==> src/rtl/muldiv_pkg.sv <==
// Shared definitions for the iterative multiply/divide unit: operation
// encodings, controller states and a counter-width helper.
package muldiv_pkg;

    localparam logic [1:0] MD_MULT  = 2'b00;
    localparam logic [1:0] MD_MULTU = 2'b01;
    localparam logic [1:0] MD_DIV   = 2'b10;
    localparam logic [1:0] MD_DIVU  = 2'b11;

    typedef enum logic [1:0] {
        IDLE = 2'd0,
        CALC = 2'd1,
        FIX  = 2'd2
    } md_state_t;

    // Number of bits needed to count 0..value-1 (minimum 1).
    function automatic int clog2(input int value);
        int res;
        res = 1;
        for (int i = 1; i < 31; i++) begin
            if ((1 << i) < value) begin
                res = i + 1;
            end
        end
        return res;
    endfunction

endpackage

==> src/rtl/muldiv_unit.sv <==
// Iterative signed/unsigned multiply and divide engine. One shift/add-subtract
// step per cycle over a shared 2*WIDTH accumulator; signs are stripped on
// entry and re-applied in a final FIX cycle.
module muldiv_unit
    import muldiv_pkg::*;
#(
    parameter int WIDTH = 32
) (
    input  logic             clock,
    input  logic             reset,
    input  logic             start,
    input  logic [1:0]       op,
    input  logic [WIDTH-1:0] a,
    input  logic [WIDTH-1:0] b,
    output logic [WIDTH-1:0] hi,
    output logic [WIDTH-1:0] lo,
    output logic             busy,
    output logic             done,
    output logic             div_by_zero
);

    localparam int CW = clog2(WIDTH);

    md_state_t        r_state;
    logic [CW-1:0]    r_cnt;
    logic             r_is_div;
    logic             r_neg_res;
    logic             r_neg_rem;
    logic [WIDTH-1:0] r_acc_hi;
    logic [WIDTH-1:0] r_acc_lo;
    logic [WIDTH-1:0] r_opnd;
    logic [WIDTH-1:0] r_hi;
    logic [WIDTH-1:0] r_lo;
    logic             r_busy;
    logic             r_done;
    logic             r_dbz;

    logic             w_signed;
    logic [WIDTH-1:0] w_abs_a;
    logic [WIDTH-1:0] w_abs_b;
    logic [WIDTH:0]   w_opa;
    logic [WIDTH:0]   w_opb;
    logic             w_sub;
    logic [WIDTH:0]   w_res;
    logic [WIDTH-1:0] w_nxt_hi;
    logic [WIDTH-1:0] w_nxt_lo;
    logic [2*WIDTH-1:0] w_prod;
    logic [WIDTH-1:0] w_fix_hi;
    logic [WIDTH-1:0] w_fix_lo;

    assign w_signed = ~op[0];
    assign w_abs_a  = (w_signed && a[WIDTH-1]) ? (~a + 1'b1) : a;
    assign w_abs_b  = (w_signed && b[WIDTH-1]) ? (~b + 1'b1) : b;

    // Shared WIDTH+1-bit adder/subtractor and the next accumulator value for one step.
    always_comb begin
        w_opa = '0;
        w_opb = '0;
        w_sub = 1'b0;
        if (r_is_div) begin
            // Restoring division: shift in the next dividend bit, trial-subtract divisor.
            w_opa = {r_acc_hi, r_acc_lo[WIDTH-1]};
            w_opb = {1'b0, r_opnd};
            w_sub = 1'b1;
        end else begin
            // Shift-add: add multiplicand when the current multiplier bit is set.
            w_opa = {1'b0, r_acc_hi};
            w_opb = r_acc_lo[0] ? {1'b0, r_opnd} : '0;
        end
        w_res = w_sub ? (w_opa - w_opb) : (w_opa + w_opb);

        w_nxt_hi = '0;
        w_nxt_lo = '0;
        if (r_is_div) begin
            // Remainder stays below the divisor, so a negative trial result
            // is visible in the top bit and the partial remainder fits WIDTH bits.
            w_nxt_hi = w_res[WIDTH] ? w_opa[WIDTH-1:0] : w_res[WIDTH-1:0];
            w_nxt_lo = {r_acc_lo[WIDTH-2:0], ~w_res[WIDTH]};
        end else begin
            w_nxt_hi = w_res[WIDTH:1];
            w_nxt_lo = {w_res[0], r_acc_lo[WIDTH-1:1]};
        end
    end

    // Sign restoration applied in FIX.
    always_comb begin
        w_prod   = {r_acc_hi, r_acc_lo};
        w_fix_hi = '0;
        w_fix_lo = '0;
        if (r_is_div) begin
            w_fix_lo = r_neg_res ? (~r_acc_lo + 1'b1) : r_acc_lo;
            w_fix_hi = r_neg_rem ? (~r_acc_hi + 1'b1) : r_acc_hi;
        end else if (r_neg_res) begin
            {w_fix_hi, w_fix_lo} = ~w_prod + 1'b1;
        end else begin
            {w_fix_hi, w_fix_lo} = w_prod;
        end
    end

    // Controller and datapath registers: accept, iterate, fix up, report.
    always_ff @(posedge clock) begin
        if (reset) begin
            r_state   <= IDLE;
            r_cnt     <= '0;
            r_is_div  <= 1'b0;
            r_neg_res <= 1'b0;
            r_neg_rem <= 1'b0;
            r_acc_hi  <= '0;
            r_acc_lo  <= '0;
            r_opnd    <= '0;
            r_hi      <= '0;
            r_lo      <= '0;
            r_busy    <= 1'b0;
            r_done    <= 1'b0;
            r_dbz     <= 1'b0;
        end else begin
            r_done <= 1'b0;
            r_dbz  <= 1'b0;
            case (r_state)
                IDLE: begin
                    if (start) begin
                        if (op[1] && (b == '0)) begin
                            // Divide by zero exits immediately; HI/LO keep the old result.
                            r_done <= 1'b1;
                            r_dbz  <= 1'b1;
                        end else begin
                            r_is_div  <= op[1];
                            r_acc_hi  <= '0;
                            r_acc_lo  <= op[1] ? w_abs_a : w_abs_b;
                            r_opnd    <= op[1] ? w_abs_b : w_abs_a;
                            r_neg_res <= w_signed & (a[WIDTH-1] ^ b[WIDTH-1]);
                            r_neg_rem <= w_signed & a[WIDTH-1];
                            r_cnt     <= CW'(WIDTH - 1);
                            r_busy    <= 1'b1;
                            r_state   <= CALC;
                        end
                    end
                end
                CALC: begin
                    r_acc_hi <= w_nxt_hi;
                    r_acc_lo <= w_nxt_lo;
                    r_cnt    <= r_cnt - 1'b1;
                    if (r_cnt == '0) begin
                        r_state <= FIX;
                    end
                end
                FIX: begin
                    r_hi    <= w_fix_hi;
                    r_lo    <= w_fix_lo;
                    r_done  <= 1'b1;
                    r_busy  <= 1'b0;
                    r_state <= IDLE;
                end
                default: r_state <= IDLE;
            endcase
        end
    end

    assign hi          = r_hi;
    assign lo          = r_lo;
    assign busy        = r_busy;
    assign done        = r_done;
    assign div_by_zero = r_dbz;

endmodule

==> config.mk <==
export PLATFORM = sky130hd
export DESIGN_NAME = muldiv_unit
export DESIGN_NICKNAME = d
export VERILOG_FILES = /design/src/rtl/muldiv_pkg.sv /design/src/rtl/muldiv_unit.sv
export SDC_FILE = /design/constraint.sdc
export NUM_CORES = 1
export LEC_CHECK = 0
export CORE_MARGIN = 5
export CORE_UTILIZATION = 30
export DETAILED_ROUTE_END_ITERATION = 6
export GPL_ROUTABILITY_DRIVEN = 0
export SYNTH_ARGS = -nofsm -noshare
export SYNTH_HDL_FRONTEND = slang
export SYNTH_SLANG_ARGS = --single-unit
==> constraint.sdc <==
create_clock -name clock -period 13.95 [get_ports clock]
set_clock_uncertainty 0.2 [all_clocks]
set_input_delay 1.395 -clock clock [delete_from_list [all_inputs] [get_ports clock]]
set_output_delay 1.395 -clock clock [all_outputs]
set_load 0.02 [all_outputs]
==> impl_metrics.ini <==
[timing]
max_slew_margin = 0.238
fin_ws_ps = 7450
finalSetupViolCount = 0
hold_viol = 0
final.setup.tns_ps = 0
fmax_ghz = 0.154
fin_crit_sh = 0.466
rsz0062_at_grt = no
period_needed_ps = 6500
final_max_slew_viol_count = 0
timing.hold.ws_ps = 253
tightest_slew_ps = 1140

[clocking]
cts.repair.resized = 0
cts-root-buf = clkbuf_16
cts-htree-levels = 4
cts_made_buffers = 17
insertion_delay_ps = 460
tritoncts = done
cts_sinks = 173
postCtsHoldBufs = 0
path_clk_slew_ps = 60
cts_setup_buffers = 0
cts.path.max_buffers = 2

[min_path]
holdCritPathClass = register to register

[global_routing]
track_usage = 0.173
grt_start_max_net_pins = 102
antenna_found_initial = 0
grt_pass1_wl_um = 71000
grt_pass1_vias = 12610
overflow = 0

[synth]
synth_nets = 1976
syn-cell-area_um2 = 13800
syn-instance-count = 1867
seq_area_frac_synth = 0.252
synth_edf_count = 0
ys_ff_latch = 173
syn_area_per_cell_um2 = 7.37
async_flop_share = 0
synthFlopType = dfxtp_1
synth_cell_types = 72
ys_warn_count = 0

[pwr]
p_leak_nw = 5.73
fin_total_pwr_mw = 2.74
peakVddDrop_mv = 0.147
powerDensity_nw_per_um2 = 170

[detailed_routing]
drtPass1Iterations = 5
routed_wl_um = 45700
postRouteAntennaNets = 0
post-route-drc-count = 0
via_per_inst = 5.57
dr_total_vias = 13954
drt-initial-drc-count = 1348
wl_per_cell_um = 18.3

[worst_setup_path]
crit_type = register to register
timing.critical_path.required_ps = 14120
cp.arrival_ps = 6670
crit_fanout = 37
cp-start-kind = register
endpoint_kind = register
reg2reg_setup_slack_ps = 7450

[cells_and_area]
syn_to_final_growth_pct = 16.7
antenna_cells = 0
nFillCells = 4795
layout_commonest_cell = nor2_1
layout.nets = 2001
drive_gt1_frac = 0.0562
final_cells = 2504
layout_common_cells = 214 x nor2_1, 174 x nand2_1, 172 x dfxtp_1

[die]
die_area_um2 = 50300
ioPinCount = 136
dieWidth_um = 224
initial_core_util = 0.303
rows = 78
die_h_um = 224
core-area_um2 = 45400

[place]
post-place-ws_ps = 7560
dp_hpwl_um = 35600
dpl.cell_count = 2473
portBuffers = 135

[outcome]
status = finished, final reports clean

[job]
cap_violations = 0
[stage by stage]
stage                      util  area, um2
after floorplan               -      13800
after global placement    0.341      15500
after detailed placement  0.341      15500
after CTS                 0.354      16100
after global routing      0.354      16100
final                     0.354      16100
[layout make-up]
type	instances	area, um2	share of cell area
Tap cell	600	751	0.0467
Multi-Input combinational cell	1507	9630	0.599
Clock buffer	19	443	0.0276
Clock inverter	12	140	0.00872
Inverter	37	139	0.00864
Sequential cell	173	3470	0.216
Timing Repair Buffer	156	1500	0.0934
[report_power, final]
group | leakage, nW | internal, mW | switching [mW]
clock | 0.270 | 0.269 | 0.214
combinational | 4.05 | 0.620 | 0.944
sequential | 1.41 | 0.555 | 0.135
[worst max-delay path, stage by stage, from the launching register on]
cell and delay (ps):
dfxtp_4 510, inv_1 830, nand2_1 330, nand2_1 200
ha_1 370, and2_0 570, nand2_1 100, a31oi_1 190
o22ai_1 120, ha_1 480, nand4_1 180, o41ai_1 500
nor3_1 110, o21ai_0 570, xor2_4 160, buf_4 480
mux2_2 260, o21ai_0 80, a21oi_1 140
[metal layers]
layer  GRT usage  up-vias  wire [um]
met2       0.263      495      19800
met5           0        -          0
met3      0.0226       56       2830
met4      0.0475        0        889
li1            -     6855          -
met1       0.257     6548      22200
[synthesized netlist by cell type (31+ instances only)]
| cell type | instances | area [um2] |
|---|---|---|
| nor2_1 | 215 | 807 |
| nand2_1 | 174 | 653 |
| dfxtp_1 | 173 | 3460 |
| a21oi_1 | 142 | 711 |
| o21ai_0 | 141 | 706 |
| clkbuf_1 | 131 | 492 |
| mux2i_1 | 97 | 971 |
| a211oi_1 | 84 | 631 |
| xor2_1 | 80 | 701 |
| xnor2_1 | 70 | 613 |
| nor3_1 | 58 | 290 |
| ha_1 | 39 | 488 |
| inv_1 | 37 | 139 |
| a22oi_1 | 31 | 233 |
[registers in the layout, summed over array words and instances (netlist names)]
register	flops
r_is_div	1
r_opnd	32
hi	32
r_cnt	5
busy	1
r_neg_rem	1
r_state	2
lo	32
done	1
r_neg_res	1
r_acc_lo	32
div_by_zero	1
r_acc_hi	32
[cells by family after synthesis]
group | after synthesis | share of synthesized area
buffers and inverters | 187 | 0.0521
AO/OA/AOI/OAI | 552 | 0.253
adder cells (fa/ha/maj) | 40 | 0.0369
AND/OR/NAND/NOR | 640 | 0.218
XOR/XNOR | 150 | 0.0954
multiplexers | 125 | 0.0934
flip-flops | 173 | 0.252
[path summary, 6_finish.rpt]
kind,start,endpoint,depth (start not counted)
min,hi[25],hi[25],2
max,r_is_div,r_acc_lo[0],18
min reg2reg,hi[25],hi[25],2
max reg2reg,r_is_div,r_acc_lo[0],18
Power figures use the tool's default switching activity.
